File: src/rtl/iobuf_bank_pkg.sv
// Shared definitions for the I/O buffer bank: sequencer state encodings,
// direction constants and the per-channel configuration record.
package iobuf_bank_pkg;

    localparam logic [1:0] ST_IDLE    = 2'd0;
    localparam logic [1:0] ST_DRV_OFF = 2'd1;
    localparam logic [1:0] ST_BUF_SET = 2'd2;
    localparam logic [1:0] ST_DRV_ON  = 2'd3;

    localparam logic DIR_IN  = 1'b0;
    localparam logic DIR_OUT = 1'b1;

    typedef struct packed {
        logic en;
        logic dir;
        logic od;
    } chan_cfg_t;

    localparam chan_cfg_t CFG_RESET = '{en: 1'b0, dir: DIR_IN, od: 1'b0};

    // Open-drain channels only enable the FPGA pad when pulling low.
    function automatic logic pad_oe_calc(input chan_cfg_t c, input logic d);
        return c.en & (c.dir == DIR_OUT) & (c.od ? ~d : 1'b1);
    endfunction

endpackage

File: src/rtl/iobuf_bank_if.sv
// Configuration handshake, per-channel data and pad/buffer control bundle
// between a requester (master) and the buffer bank (slave).
interface iobuf_bank_if #(
    parameter int NCH = 4
);
    localparam int CW = (NCH > 1) ? $clog2(NCH) : 1;

    logic           cfg_valid;
    logic           cfg_ready;
    logic [CW-1:0]  cfg_chan;
    logic           cfg_en;
    logic           cfg_dir;
    logic           cfg_od;
    logic [NCH-1:0] dout;
    logic [NCH-1:0] din_sync;
    logic [NCH-1:0] pad_oe;
    logic [NCH-1:0] pad_dout;
    logic [NCH-1:0] pad_din;
    logic [NCH-1:0] buf_oe;
    logic [NCH-1:0] buf_dir;
    logic [NCH-1:0] buf_od;

    modport master (
        output cfg_valid, cfg_chan, cfg_en, cfg_dir, cfg_od, dout, pad_din,
        input  cfg_ready, din_sync, pad_oe, pad_dout, buf_oe, buf_dir, buf_od
    );

    modport slave (
        input  cfg_valid, cfg_chan, cfg_en, cfg_dir, cfg_od, dout, pad_din,
        output cfg_ready, din_sync, pad_oe, pad_dout, buf_oe, buf_dir, buf_od
    );

endinterface

File: src/rtl/iobuf_sync2.sv
// Two-flop synchroniser bringing asynchronous pad inputs into the clk domain.
module iobuf_sync2 #(
    parameter int W = 1
) (
    input  logic         clk,
    input  logic         rst,
    input  logic [W-1:0] d_i,
    output logic [W-1:0] q_o
);
    logic [W-1:0] meta_q;
    logic [W-1:0] sync_q;

    always_ff @(posedge clk or posedge rst) begin
        if (rst) begin
            meta_q <= '0;
            sync_q <= '0;
        end else begin
            meta_q <= d_i;
            sync_q <= meta_q;
        end
    end

    assign q_o = sync_q;

endmodule

File: src/rtl/iobuf_bank.sv
// N-channel pad/buffer controller: registered pad drive, synchronised inputs and
// a break-before-make sequencer for direction and open-drain changes.
module iobuf_bank
    import iobuf_bank_pkg::*;
#(
    parameter int NCH    = 4,
    parameter int SETTLE = 8
) (
    input logic         clk,
    input logic         rst,
    iobuf_bank_if.slave bus
);
    localparam int CW  = (NCH > 1) ? $clog2(NCH) : 1;
    localparam int CTW = $clog2(SETTLE + 1);
    localparam logic [CTW-1:0] CNT_LOAD = CTW'(SETTLE - 1);
    localparam logic [CW:0]    NCH_L    = (CW + 1)'(NCH);

    logic [1:0]          state_q, state_d;
    logic [CTW-1:0]      cnt_q, cnt_d;
    logic                ready_q, ready_d;
    logic [CW-1:0]       seq_ch_q, seq_ch_d;
    chan_cfg_t           seq_cfg_q, seq_cfg_d;
    chan_cfg_t [NCH-1:0] cfg_q, cfg_d;
    logic [NCH-1:0]      pad_oe_q, pad_oe_d;
    logic [NCH-1:0]      pad_dout_q, pad_dout_d;
    logic [NCH-1:0]      buf_oe_q, buf_oe_d;
    logic [NCH-1:0]      buf_dir_q, buf_dir_d;
    logic [NCH-1:0]      buf_od_q, buf_od_d;
    logic [NCH-1:0]      din_sync_w;

    logic cur_dir, cur_od;
    logic accept, in_range, same_mode, fast_acc, slow_acc;
    logic buf_wr, commit;

    always_comb begin
        cur_dir = DIR_IN;
        cur_od  = 1'b0;
        for (int i = 0; i < NCH; i++) begin
            if (bus.cfg_chan == CW'(i)) begin
                cur_dir = cfg_q[i].dir;
                cur_od  = cfg_q[i].od;
            end
        end
    end

    // Out-of-range channels are accepted but touch nothing.
    assign accept    = bus.cfg_valid & ready_q;
    assign in_range  = ({1'b0, bus.cfg_chan} < NCH_L);
    assign same_mode = (cur_dir == bus.cfg_dir) && (cur_od == bus.cfg_od);
    assign fast_acc  = accept & in_range & same_mode;
    assign slow_acc  = accept & in_range & ~same_mode;

    always_comb begin
        state_d   = state_q;
        cnt_d     = cnt_q;
        seq_ch_d  = seq_ch_q;
        seq_cfg_d = seq_cfg_q;
        buf_wr    = 1'b0;
        commit    = 1'b0;
        case (state_q)
            ST_IDLE: begin
                if (slow_acc) begin
                    state_d   = ST_DRV_OFF;
                    cnt_d     = CNT_LOAD;
                    seq_ch_d  = bus.cfg_chan;
                    seq_cfg_d = '{en: bus.cfg_en, dir: bus.cfg_dir, od: bus.cfg_od};
                end
            end
            ST_DRV_OFF: begin
                if (cnt_q == '0) begin
                    state_d = ST_BUF_SET;
                    cnt_d   = CNT_LOAD;
                    buf_wr  = 1'b1;
                end else begin
                    cnt_d = cnt_q - CTW'(1);
                end
            end
            ST_BUF_SET: begin
                if (cnt_q == '0) begin
                    state_d = ST_DRV_ON;
                    cnt_d   = CNT_LOAD;
                end else begin
                    cnt_d = cnt_q - CTW'(1);
                end
            end
            ST_DRV_ON: begin
                state_d = ST_IDLE;
                commit  = 1'b1;
            end
            default: state_d = ST_IDLE;
        endcase
        // Ready comes back one cycle after the return to IDLE.
        ready_d = (state_q == ST_IDLE) & ~slow_acc;
    end

    always_comb begin
        cfg_d      = cfg_q;
        buf_oe_d   = buf_oe_q;
        buf_dir_d  = buf_dir_q;
        buf_od_d   = buf_od_q;
        pad_oe_d   = '0;
        pad_dout_d = '0;
        for (int i = 0; i < NCH; i++) begin
            if (fast_acc && bus.cfg_chan == CW'(i)) begin
                cfg_d[i].en = bus.cfg_en;
            end
            if (commit && seq_ch_q == CW'(i)) begin
                cfg_d[i] = seq_cfg_q;
            end
            if (buf_wr && seq_ch_q == CW'(i)) begin
                buf_oe_d[i]  = seq_cfg_q.en;
                buf_dir_d[i] = seq_cfg_q.dir;
                buf_od_d[i]  = seq_cfg_q.od;
            end
            // The channel under sequencing keeps its FPGA driver off from acceptance until commit.
            pad_oe_d[i] = pad_oe_calc(cfg_q[i], bus.dout[i])
                          & ~((state_q != ST_IDLE) && (seq_ch_q == CW'(i)))
                          & ~(slow_acc && (bus.cfg_chan == CW'(i)));
            pad_dout_d[i] = ~cfg_q[i].od & bus.dout[i];
        end
    end

    always_ff @(posedge clk or posedge rst) begin
        if (rst) begin
            state_q   <= ST_IDLE;
            cnt_q     <= '0;
            ready_q   <= 1'b0;
            seq_ch_q  <= '0;
            seq_cfg_q <= CFG_RESET;
        end else begin
            state_q   <= state_d;
            cnt_q     <= cnt_d;
            ready_q   <= ready_d;
            seq_ch_q  <= seq_ch_d;
            seq_cfg_q <= seq_cfg_d;
        end
    end

    always_ff @(posedge clk or posedge rst) begin
        if (rst) begin
            cfg_q      <= {NCH{CFG_RESET}};
            pad_oe_q   <= '0;
            pad_dout_q <= '0;
            buf_oe_q   <= '0;
            buf_dir_q  <= '0;
            buf_od_q   <= '0;
        end else begin
            cfg_q      <= cfg_d;
            pad_oe_q   <= pad_oe_d;
            pad_dout_q <= pad_dout_d;
            buf_oe_q   <= buf_oe_d;
            buf_dir_q  <= buf_dir_d;
            buf_od_q   <= buf_od_d;
        end
    end

    iobuf_sync2 #(.W(NCH)) u_sync (
        .clk (clk),
        .rst (rst),
        .d_i (bus.pad_din),
        .q_o (din_sync_w)
    );

    assign bus.cfg_ready = ready_q;
    assign bus.din_sync  = din_sync_w;
    assign bus.pad_oe    = pad_oe_q;
    assign bus.pad_dout  = pad_dout_q;
    assign bus.buf_oe    = buf_oe_q;
    assign bus.buf_dir   = buf_dir_q;
    assign bus.buf_od    = buf_od_q;

endmodule
File: src/flat_wrapper.sv
// flat-port wrapper written by rule: the top's interface ports become plain ports
module iobuf_bank_flat import iobuf_bank_pkg::*;
#(
    parameter int NCH    = 4,
    parameter int SETTLE = 8
)
  (clk, rst, bus_cfg_valid, bus_cfg_chan, bus_cfg_en, bus_cfg_dir, bus_cfg_od, bus_dout, bus_pad_din, bus_cfg_ready, bus_din_sync, bus_pad_oe, bus_pad_dout, bus_buf_oe, bus_buf_dir, bus_buf_od);
  iobuf_bank_if #(.NCH(NCH)) bus_i ();
  input logic clk;
  input logic rst;
  input wire logic [$bits(bus_i.cfg_valid)-1:0] bus_cfg_valid;
  input wire logic [$bits(bus_i.cfg_chan)-1:0] bus_cfg_chan;
  input wire logic [$bits(bus_i.cfg_en)-1:0] bus_cfg_en;
  input wire logic [$bits(bus_i.cfg_dir)-1:0] bus_cfg_dir;
  input wire logic [$bits(bus_i.cfg_od)-1:0] bus_cfg_od;
  input wire logic [$bits(bus_i.dout)-1:0] bus_dout;
  input wire logic [$bits(bus_i.pad_din)-1:0] bus_pad_din;
  output wire logic [$bits(bus_i.cfg_ready)-1:0] bus_cfg_ready;
  output wire logic [$bits(bus_i.din_sync)-1:0] bus_din_sync;
  output wire logic [$bits(bus_i.pad_oe)-1:0] bus_pad_oe;
  output wire logic [$bits(bus_i.pad_dout)-1:0] bus_pad_dout;
  output wire logic [$bits(bus_i.buf_oe)-1:0] bus_buf_oe;
  output wire logic [$bits(bus_i.buf_dir)-1:0] bus_buf_dir;
  output wire logic [$bits(bus_i.buf_od)-1:0] bus_buf_od;
  assign bus_i.cfg_valid = bus_cfg_valid;
  assign bus_i.cfg_chan = bus_cfg_chan;
  assign bus_i.cfg_en = bus_cfg_en;
  assign bus_i.cfg_dir = bus_cfg_dir;
  assign bus_i.cfg_od = bus_cfg_od;
  assign bus_i.dout = bus_dout;
  assign bus_i.pad_din = bus_pad_din;
  assign bus_cfg_ready = bus_i.cfg_ready;
  assign bus_din_sync = bus_i.din_sync;
  assign bus_pad_oe = bus_i.pad_oe;
  assign bus_pad_dout = bus_i.pad_dout;
  assign bus_buf_oe = bus_i.buf_oe;
  assign bus_buf_dir = bus_i.buf_dir;
  assign bus_buf_od = bus_i.buf_od;
  iobuf_bank #(.NCH(NCH), .SETTLE(SETTLE)) u_core (.clk(clk), .rst(rst), .bus(bus_i));
endmodule
File: config.mk
export PLATFORM = sky130hd
export DESIGN_NAME = iobuf_bank_flat
export DESIGN_NICKNAME = d
export VERILOG_FILES = /design/src/rtl/iobuf_bank_pkg.sv /design/src/rtl/iobuf_bank_if.sv /design/src/rtl/iobuf_sync2.sv /design/src/rtl/iobuf_bank.sv /design/src/flat_wrapper.sv
export SDC_FILE = /design/constraint.sdc
export NUM_CORES = 1
export LEC_CHECK = 0
export CAP_MARGIN = 20
export CORE_MARGIN = 8
export CORE_UTILIZATION = 27
export CTS_CLUSTER_SIZE = 8
export DETAILED_ROUTE_END_ITERATION = 16
export SLEW_MARGIN = 20
export SYNTH_ARGS = -nofsm -noshare
export SYNTH_HDL_FRONTEND = slang
export SYNTH_HIERARCHICAL = 1
export SYNTH_SLANG_ARGS = --single-unit
File: constraint.sdc
create_clock -name clk -period 1.8 [get_ports clk]
set_input_delay 0.27 -clock clk [delete_from_list [all_inputs] [get_ports clk]]
set_output_delay 0.27 -clock clk [all_outputs]
set_load 0.005 [all_outputs]
## After elaboration in Yosys (flattened, before gate mapping)

Cells that the tools add are included.

- Word-level logic and storage cells: 157
- Register bits: 52
- Input port bits: 16
- Output and inout port bits: 25

- Muxes and demuxes: 30
- Eq/ne operators: 14
- Reductions and logical operators: 35
- Add/subtract/negate cells: 1
- Bitwise logic cells: 42

Operator list:

| kind | number |
|---|---|
| bitwise AND 1 bit | 24 |
| logical AND 1 bit | 21 |
| two-way mux 1 bit | 19 |
| NOT 1 bit | 18 |
| equality test 2 bit, second input constant | 6 |
| two-way mux 3 bit | 4 |
| nonzero test 2 bit | 6 |
| two-way mux 4 bit | 2 |
| one-hot mux 2 bit (4 select lines) | 1 |
| one-hot mux 4 bit (2 select lines) | 1 |
| equality test 2 x 1 -> 1 bit, second input constant | 3 |
| logical NOT 2 bit | 3 |
| two-way mux 2 bit | 3 |
| inequality test 2 x 1 -> 1 bit, second input constant | 3 |
| logical NOT 4 bit | 1 |
| AND reduction 2 bit | 2 |
| subtractor 4 x 1 -> 4 bit, second input constant | 1 |
| AND reduction 3 bit | 1 |
| equality test 1 bit | 2 |
| OR reduction 2 bit | 1 |

## Logic depth before layout (Yosys ltp)

Gate-level depths: netlist (run 1).

- Depth in word-level cells: 12
- Gate-level depth with buffers: 6
- Gate-level depth less buffers: 6

## Modules after synthesis

Netlist (run 1), hierarchy kept.

By module, submodules not included:

| module | instances | cells each | sequential area each (µm²) | area an instance (µm²) |
|---|---|---|---|---|
| iobuf_bank | 1 | 171 | 1,101.1 | 2,097.0 |
| iobuf_sync2 | 1 | 9 | 200.2 | 203.9 |

## Least setup slack after synthesis (run 1)

OpenSTA, ideal clock, no wires.

- Path type: register -> register
- Start point: register u_core.cnt_q[0]
- End point: register u_core.buf_dir_q[3], in the netlist u_core/bus.buf_dir[3]
- Clock period less this slack: 1,847 ps
- Arrival time: 1,722 ps
- Cell stages (with the launch flop): 7
- Buffers on the path: 0
- Setup time: 125 ps
- Path slack: -47 ps
- Data required time: 1,675 ps
- Cell sequence: dfrtp_1 inv_1 ha_1 nor3b_1 and2_1 nor2b_1 mux2_2

- Longest elaborated chain between the ends: 4

Ends and longest elaborated chain:

| item | line | text |
|---|---|---|
| start: declaration | iobuf_bank.sv:19 | `logic [CTW-1:0] cnt_q, cnt_d;` |
| start signal: assignment | iobuf_bank.sv:132 | `cnt_q <= cnt_d;` |
| logical NOT 4 bit | iobuf_bank.sv:70 | `if (cnt_q == '0) begin` |
| two-way mux 1 bit | iobuf_bank.sv:70 |  |
| two-way mux 1 bit | iobuf_bank.sv:60 | `case (state_q)` |
| logical AND 1 bit | iobuf_bank.sv:110 | `if (buf_wr && seq_ch_q == CW'(i)) begin` |
| end signal: assignment | iobuf_bank.sv:152 | `buf_dir_q <= buf_dir_d;` |
| end: declaration | iobuf_bank.sv:27 | `logic [NCH-1:0] buf_dir_q, buf_dir_d;` |

Every way passes these cells.
A chain may end at the register's enable or synchronous reset.

## Final worst setup path (run 1)

- Start point: register u_core/cfg_q[1] (netlist bit)
- End point: register u_core.cnt_q[2]

- Longest elaborated chain between the ends: 10

Ends and longest elaborated chain:

| item | line | text |
|---|---|---|
| start: declaration | iobuf_bank.sv:23 | `chan_cfg_t [NCH-1:0] cfg_q, cfg_d;` |
| start signal: assignment | iobuf_bank.sv:141 | `cfg_q <= {NCH{CFG_RESET}};` |
| start signal: assignment | iobuf_bank.sv:148 | `cfg_q <= cfg_d;` |
| two-way mux 1 bit (4 in a row) | iobuf_bank.sv:39 | `if (bus.cfg_chan == CW'(i)) begin` |
| equality test 1 bit | iobuf_bank.sv:49 | `assign same_mode = (cur_dir == bus.cfg_dir) && (cur_od == bus.cfg_od);` |
| logical AND 1 bit | iobuf_bank.sv:49 |  |
| NOT 1 bit | iobuf_bank.sv:51 | `assign slow_acc = accept & in_range & ~same_mode;` |
| bitwise AND 1 bit | iobuf_bank.sv:51 |  |
| inequality test 2 x 1 -> 1 bit (no source line) | n/a |  |
| AND reduction 2 bit (no source line) | n/a |  |

Every way passes these cells.

==> impl_metrics.csv, run 1 <==
group,metric,value,unit
floorplan,io-pin-count,41,
pwr,power.share.switching,0.357,
global_routing,grt.met1_usage,0.121,
routing,dr_total_vias,1631,
global_routing,antenna_found_initial,0,
timing,relSlewSlack,0.771,
floorplan,rows,33,
floorplan,start_util,0.279,
global_routing,grt_max_degree,45,
global_routing,busiest_layer,"met2",
timing,setup_viol,0,
worst_setup_path,rr_worst_depth,6,
run,drv_cap,0,
clocking,clk_latency,310,ps
floorplan,core_area,8260,sq um
timing,min_period_over_period,0.964,
clocking,cts.sinks,52,
pwr,netSwitchingPower,1.53,mW
synthesis,synth.avg_cell_area,12.8,sq um
layout,layout-drive-gt1-share,0.298,
clocking,cts_tree,"built",
synthesis,ys_warn_count,6,
placed_design,dpl.hpwl,3930,microns
timing,maxSlewViolCount,0,
routing,wl_per_cell,14.9,microns
routing,remaining_drc_errors,0,
pwr,leakagePower,1.41,nW
floorplan,die_h,108,microns
worst_setup_path,cpPeakStageDelay,430,ps
synthesis,synth_top_area_frac,0.566,
synthesis,ys.flop_type,"dfrtp_1",
synthesis,seq_area_frac_synth,0.566,
synthesis,ys_ff_latch,52,
timing,hold_ws,210,ps
layout,area_growth,38.6,%
global_routing,use_met2,0.152,
pwr,combPwrFrac,0.414,
worst_setup_path,r2r-end,"u_core/cnt_q[2]",
pwr,pwr_density_cell,1340,nW/um^2
pwr,ir_drop,382,uV
timing,finClkSkew,9.28,ps
synthesis,synth_nets,202,
synthesis,syn_inst,180,
synthesis,synth_common_cells,"dfrtp_1, mux2_2, nand2_1",
pwr,internal-power,2.75,mW
worst_setup_path,path_cells,"mux2i_4 > xor2_2 > a211o_2 > buf_12 > a31oi_4 > o221a_2",
clocking,clockBufferDepth,2,
routing,drt-vias-per-instance,4.57,
synthesis,synth.largest_area_cell,"dfrtp_1",
floorplan,die_w,108,microns
pwr,pwr-share-seq,0.422,
hold_path,hold_class,"input pin to async pin",
timing,period_minus_slack,1740,ps
worst_setup_path,path_class,"register to register",
worst_setup_path,critPathSlowestCell,"dfrtp_1",
worst_setup_path,crit_required,2060,ps
global_routing,grt_pass1_vias,1721,
clocking,cts_hold_buf,0,
global_routing,grt_pass1_wl,8680,microns
layout,diodes,0,
worst_setup_path,arrival,1990,ps
clocking,htreeDepth,2,
synthesis,synth-async-reset-ratio,1.00,
routing,routed_wl,5330,microns
worst_setup_path,cp-start-kind,"register",
global_routing,grt_use_met3,0.0303,
worst_setup_path,crit_fanout,3,
pwr,p_clk_frac,0.164,
routing,drtPass1Iterations,4,
timing,setup_tns,0,ps
placed_design,port_buffers,40,
synthesis,synth_cell_types,40,
layout,final_nets,273,
synthesis,yosys-top-cells-area,"dfrtp_1, mux2_2, mux2i_1, ha_1, nand2_1",
timing,max_slew.worst_pin.slew,344,ps
timing,hold_violations,0,
timing,max_freq,576,MHz
synthesis,yosysMostFrequentCell,"dfrtp_1",
timing,rsz0062_at_grt,"no",
synthesis,syn-cell-area,2300,sq um
global_routing,grt_usage,0.0954,
synthesis,synth-edff-count,0,
routing,ant_nets,0,
worst_setup_path,ff2ff_setup_slack,60,ps
global_routing,grt_overflow_total,0,
floorplan,dieArea,11700,sq um
clocking,cts.reportedPaths.clkPinSlew,100,ps
clocking,cts_buffers,5,
worst_setup_path,r2r_start,"u_core/cfg_q[1]",
routing,drt_iter0_drc,61,
status,status,"finished clean",
placed_design,routabilityCongestion,0.739,
clocking,cts_root_buf,"clkbuf_8",
worst_setup_path,endpoint_kind,"register",
cells in the final DEF, fill, tap and decap left out, types with 2 or more instances in the layout:
master           Yosys  layout
nand3_1              6       6
dfrtp_1             52      52
buf_4                0      23
mux2_2              25      25
inv_6                0       2
xnor2_1              2       2
nand2_1             14      14
nor4_1               2       2
buf_12               0       2
a21oi_1              5       5
clkbuf_8             0       5
clkdlybuf4s50_1      0      39
ha_1                 6       6
o21ai_0              2       2
nand4_1              2       2
mux2i_1              8       7
a31oi_4              2       2
nor2b_1              7       6
nor2_1              12      12
inv_1                8       8
worst max-delay path by stage:
stage | from | end | slack, ps
floorplan | u_core/cnt_q[0] | u_core/bus.buf_dir[3] | 60
global placement | bus_cfg_chan[0] | u_core/state_q[1] | -490
detailed placement | bus_cfg_chan[0] | u_core/seq_ch_q[0] | -510
CTS | u_core/cnt_q[0] | u_core/bus.buf_dir[3] | 10
global route | u_core/cfg_q[0] | u_core/cnt_q[0] | 8
finish | u_core/cfg_q[1] | u_core/cnt_q[2] | 60
through the flow:
stage	cells	cell area, sq um	setup WS (ps)	utilization	total power, mW
final	357	3190	64.3	0.386	4.28
after global routing	357	3190	8.02	0.386	4.59
after CTS	357	3170	12.0	0.384	4.30
after detailed placement	347	3020	-515	0.365	3.51
after global placement	347	3020	-488	0.365	3.48
after floorplan	180	2310	60.1	-	2.79
routing by layer:
layer / vias to the layer above / share of wire
met5: - / 0
met4: 0 / 0.012
met3: 6 / 0.050
met2: 29 / 0.47
met1: 816 / 0.47
li1: 780 / -
cells by family (layout without fill, tap and decap cells):
family	count (synthesis)	after routing	share of synthesized area
compound gates	24	24	0.0930
buf+inv	10	82	0.0196
xor+xnor	4	4	0.0152
flops	52	52	0.566
simple gates	50	50	0.110
mux	34	34	0.164
fa+ha+maj	6	6	0.0326
layout make-up:
| cell class | count | area [sq um] |
|---|---|---|
| Fill cell | 794 | 5070 |
| Multi-Input combinational cell | 118 | 1010 |
| Tap cell | 105 | 131 |
| Sequential cell | 52 | 1300 |
| Clock inverter | 2 | 17.5 |
| Timing Repair Buffer | 66 | 623 |
| Inverter | 8 | 30.0 |
| Clock buffer | 6 | 72.6 |
power groups by stage:
stage                     Combinational [mW]  Sequential, mW  Clock, mW
after global placement                  1.66            1.82          0
after floorplan                         1.06            1.73          0
after CTS                               1.76            1.81      0.727
after detailed placement                1.69            1.83          0
after global routing                    1.95            1.87      0.774
final                                   1.77            1.80      0.702
state kept, by name, summed over array words and instances, names as in the netlist:
signal	flops
u_core/u_sync/q_o	4
u_core/cnt_q	4
u_core/bus.cfg_ready	1
u_core/seq_cfg_q	3
u_core/bus.buf_dir	4
u_core/state_q	2
u_core/bus.buf_oe	4
u_core/bus.pad_dout	4
u_core/bus.pad_oe	4
u_core/bus.buf_od	4
u_core/u_sync/meta_q	4
u_core/seq_ch_q	2
u_core/cfg_q	12
critical path: cells and delay by family, from the launching register on:
family | cells | cell delay (ps)
buf+inv | 1 | 140
compound gates | 3 | 810
flops | 1 | 430
mux | 1 | 180
xor+xnor | 1 | 120
timing repair:
item	CTS	global route
hold endpoints to repair	0	0
buffers inserted	3	0
cloned	0	0
pin swaps	3	1
setup endpoints to repair	14	6
gates resized for setup	7	4
Power figures use the tool's default switching activity.
==> run 2: changes to the inputs <==
- CTS_BUF_LIST: default -> sky130_fd_sc_hd__clkbuf_16
- CTS_CLUSTER_DIAMETER: default -> 50
==> run 2 against run 1 <==
Compared with the run above:
- first-iteration DRC count down 8.2%
- core utilization up 1.3 points
- count of clock-buffer cells in the layout down 1
- combinational power up 3%
- sequential power about the same
- via count up 0.25%
- maximum frequency down 1.9%
- clock power up 38%
- clock skew down 2.2 ps
- power up 7.5%
- worst setup slack worse by 33 ps
- flip-flop and latch count unchanged
- largest power group is now combinational logic
- highest routed layer unchanged
==> impl_metrics.csv, run 2 (same netlist as run 1, synthesis figures left out) <==
group,metric,value,unit
timing,hold_violations,0,
timing,maxSlewViolCount,0,
clocking,cts.reportedPaths.clkPinSlew,70,ps
worst_setup_path,cpPeakStageDelay,520,ps
clocking,cts_hold_buf,0,
placed_design,dpl.hpwl,3930,microns
worst_setup_path,arrival,2000,ps
layout,largest_reg_flops,12,
layout,top_register,"u_core/cfg_q",
clocking,clockBufferDepth,2,
floorplan,rows,33,
worst_setup_path,critPathSlowestCell,"clkdlybuf4s50_1",
worst_setup_path,rr_worst_depth,6,
timing,max_slew.worst_pin.slew,335,ps
hold_path,hold_class,"input pin to async pin",
status,status,"finished clean",
clocking,cts.sinks,52,
worst_setup_path,r2r-end,"u_core/cnt_q[2]",
placed_design,port_buffers,40,
global_routing,grt_pass1_vias,1731,
global_routing,grt_overflow_total,0,
floorplan,dieArea,11700,sq um
routing,remaining_drc_errors,0,
global_routing,grt_pass1_wl,8690,microns
worst_setup_path,r2r_start,"u_core/cfg_q[1]",
routing,ant_nets,0,
global_routing,grt_max_degree,45,
worst_setup_path,crit_required,2030,ps
timing,setup_tns,0,ps
routing,drt-vias-per-instance,4.52,
layout,final_common_cell,"dfrtp_1",
routing,routed_wl,5370,microns
layout,final_nets,278,
timing,finClkSkew,7.07,ps
placed_design,routabilityCongestion,0.739,
floorplan,io-pin-count,41,
pwr,leakagePower,1.46,nW
timing,hold_ws,234,ps
pwr,ir_drop,454,uV
clocking,cts_root_buf,"clkbuf_16",
floorplan,die_w,108,microns
timing,relSlewSlack,0.777,
layout,fin_area,3300,sq um
layout,diodes,0,
placed_design,place_area,3020,sq um
worst_setup_path,endpoint_kind,"register",
routing,drtPass1Iterations,4,
routing,drt_iter0_drc,56,
floorplan,start_util,0.279,
timing,setup_slack,30.9,ps
layout,num-fill-cells,786,
pwr,pwr_density_cell,1390,nW/um^2
layout,layout-drive-gt1-share,0.327,
worst_setup_path,path_cells,"clkdlybuf4s50_1 > xor2_2 > a211o_2 > buf_12 > a31oi_4 > o221a_2",
worst_setup_path,cp-start-kind,"input pin",
timing,rsz0062_at_grt,"yes",
run,drv_cap,0,
routing,wl_per_cell,14.8,microns
floorplan,core_area,8260,sq um
clocking,clk_latency,290,ps
placed_design,pre_cts_ws,-515,ps
clocking,cts_tree,"built",
layout,instances_no_fill,362,
routing,dr_total_vias,1635,
timing,min_period_over_period,0.983,
timing,max_freq,565,MHz
placed_design,dp_cells,347,
global_routing,antenna_found_initial,0,
worst_setup_path,path_class,"input pin to register",
layout,layout_common_cells,"dfrtp_1, clkdlybuf4s50_1, buf_4",
timing,setup_viol,0,
worst_setup_path,crit_fanout,3,
timing,period_minus_slack,1770,ps
global_routing,grt_usage,0.0958,
floorplan,die_h,108,microns
clocking,htreeDepth,2,
layout,area_growth,43.4,%
clocking,cts_buffers,5,
worst_setup_path,ff2ff_setup_slack,50,ps
[run 2: report_power, final]
part	switching [mW]	internal, mW	total, mW
combinational	0.812	1.01	1.82
clock	0.445	0.521	0.966
sequential	0.314	1.50	1.81
[run 2: area by class of cell]
type / count / area (sq um) / share of cell area
well taps: 105 / 131 / 0.0398
clock buffers: 5 / 125 / 0.0379
flip-flops and latches: 52 / 1300 / 0.394
inverters: 8 / 30.0 / 0.00910
repair buffers: 71 / 661 / 0.200
multi-input cells: 118 / 1030 / 0.312
clock inverters: 3 / 21.3 / 0.00645
[run 2: how the worst max path moves through the flow]
| stage | startpoint | end | slack, ps | depth (start not counted) |
|---|---|---|---|---|
| 2_1_floorplan | u_core/cnt_q[0] | u_core/bus.buf_dir[3] | 60 | 6 |
| 3_3_place_gp | bus_cfg_chan[0] | u_core/state_q[1] | -490 | 7 |
| 3_5_place_dp | bus_cfg_chan[0] | u_core/seq_ch_q[0] | -510 | 7 |
| 4_1_cts | u_core/cnt_q[0] | u_core/bus.buf_dir[3] | 10 | 6 |
| 5_1_grt | u_core/cfg_q[0] | u_core/bus.pad_oe[0] | -6 | 7 |
| 6_report | bus_cfg_dir | u_core/cnt_q[2] | 30 | 6 |
[run 2: routing by layer]
metal  track usage  vias up  share of wire
met5             0        -              0
met4        0.0323        0          0.011
met3        0.0303        6          0.059
met2         0.151       32           0.47
met1         0.121      808           0.46
li1              -      789              -
[run 2: metrics by stage]
| stage | util | power [mW] |
|---|---|---|
| floorplan | - | 2.79 |
| finish | 0.400 | 4.60 |
| global route | 0.400 | 4.92 |
| detailed placement | 0.365 | 3.51 |
| global placement | 0.365 | 3.48 |
| CTS | 0.392 | 4.58 |
[run 2: critical path, delay by kind of cell]
kind	cells	cell delay, ps
AO/OA/AOI/OAI	3	820
buffers and inverters	2	660
XOR/XNOR	1	250
[run 2: timing repair]
action,in CTS,in global routing
pin swaps,3,4
gates resized for setup,6,9
cloned,0,0
setup buffers,4,3
setup endpoints to repair,15,8
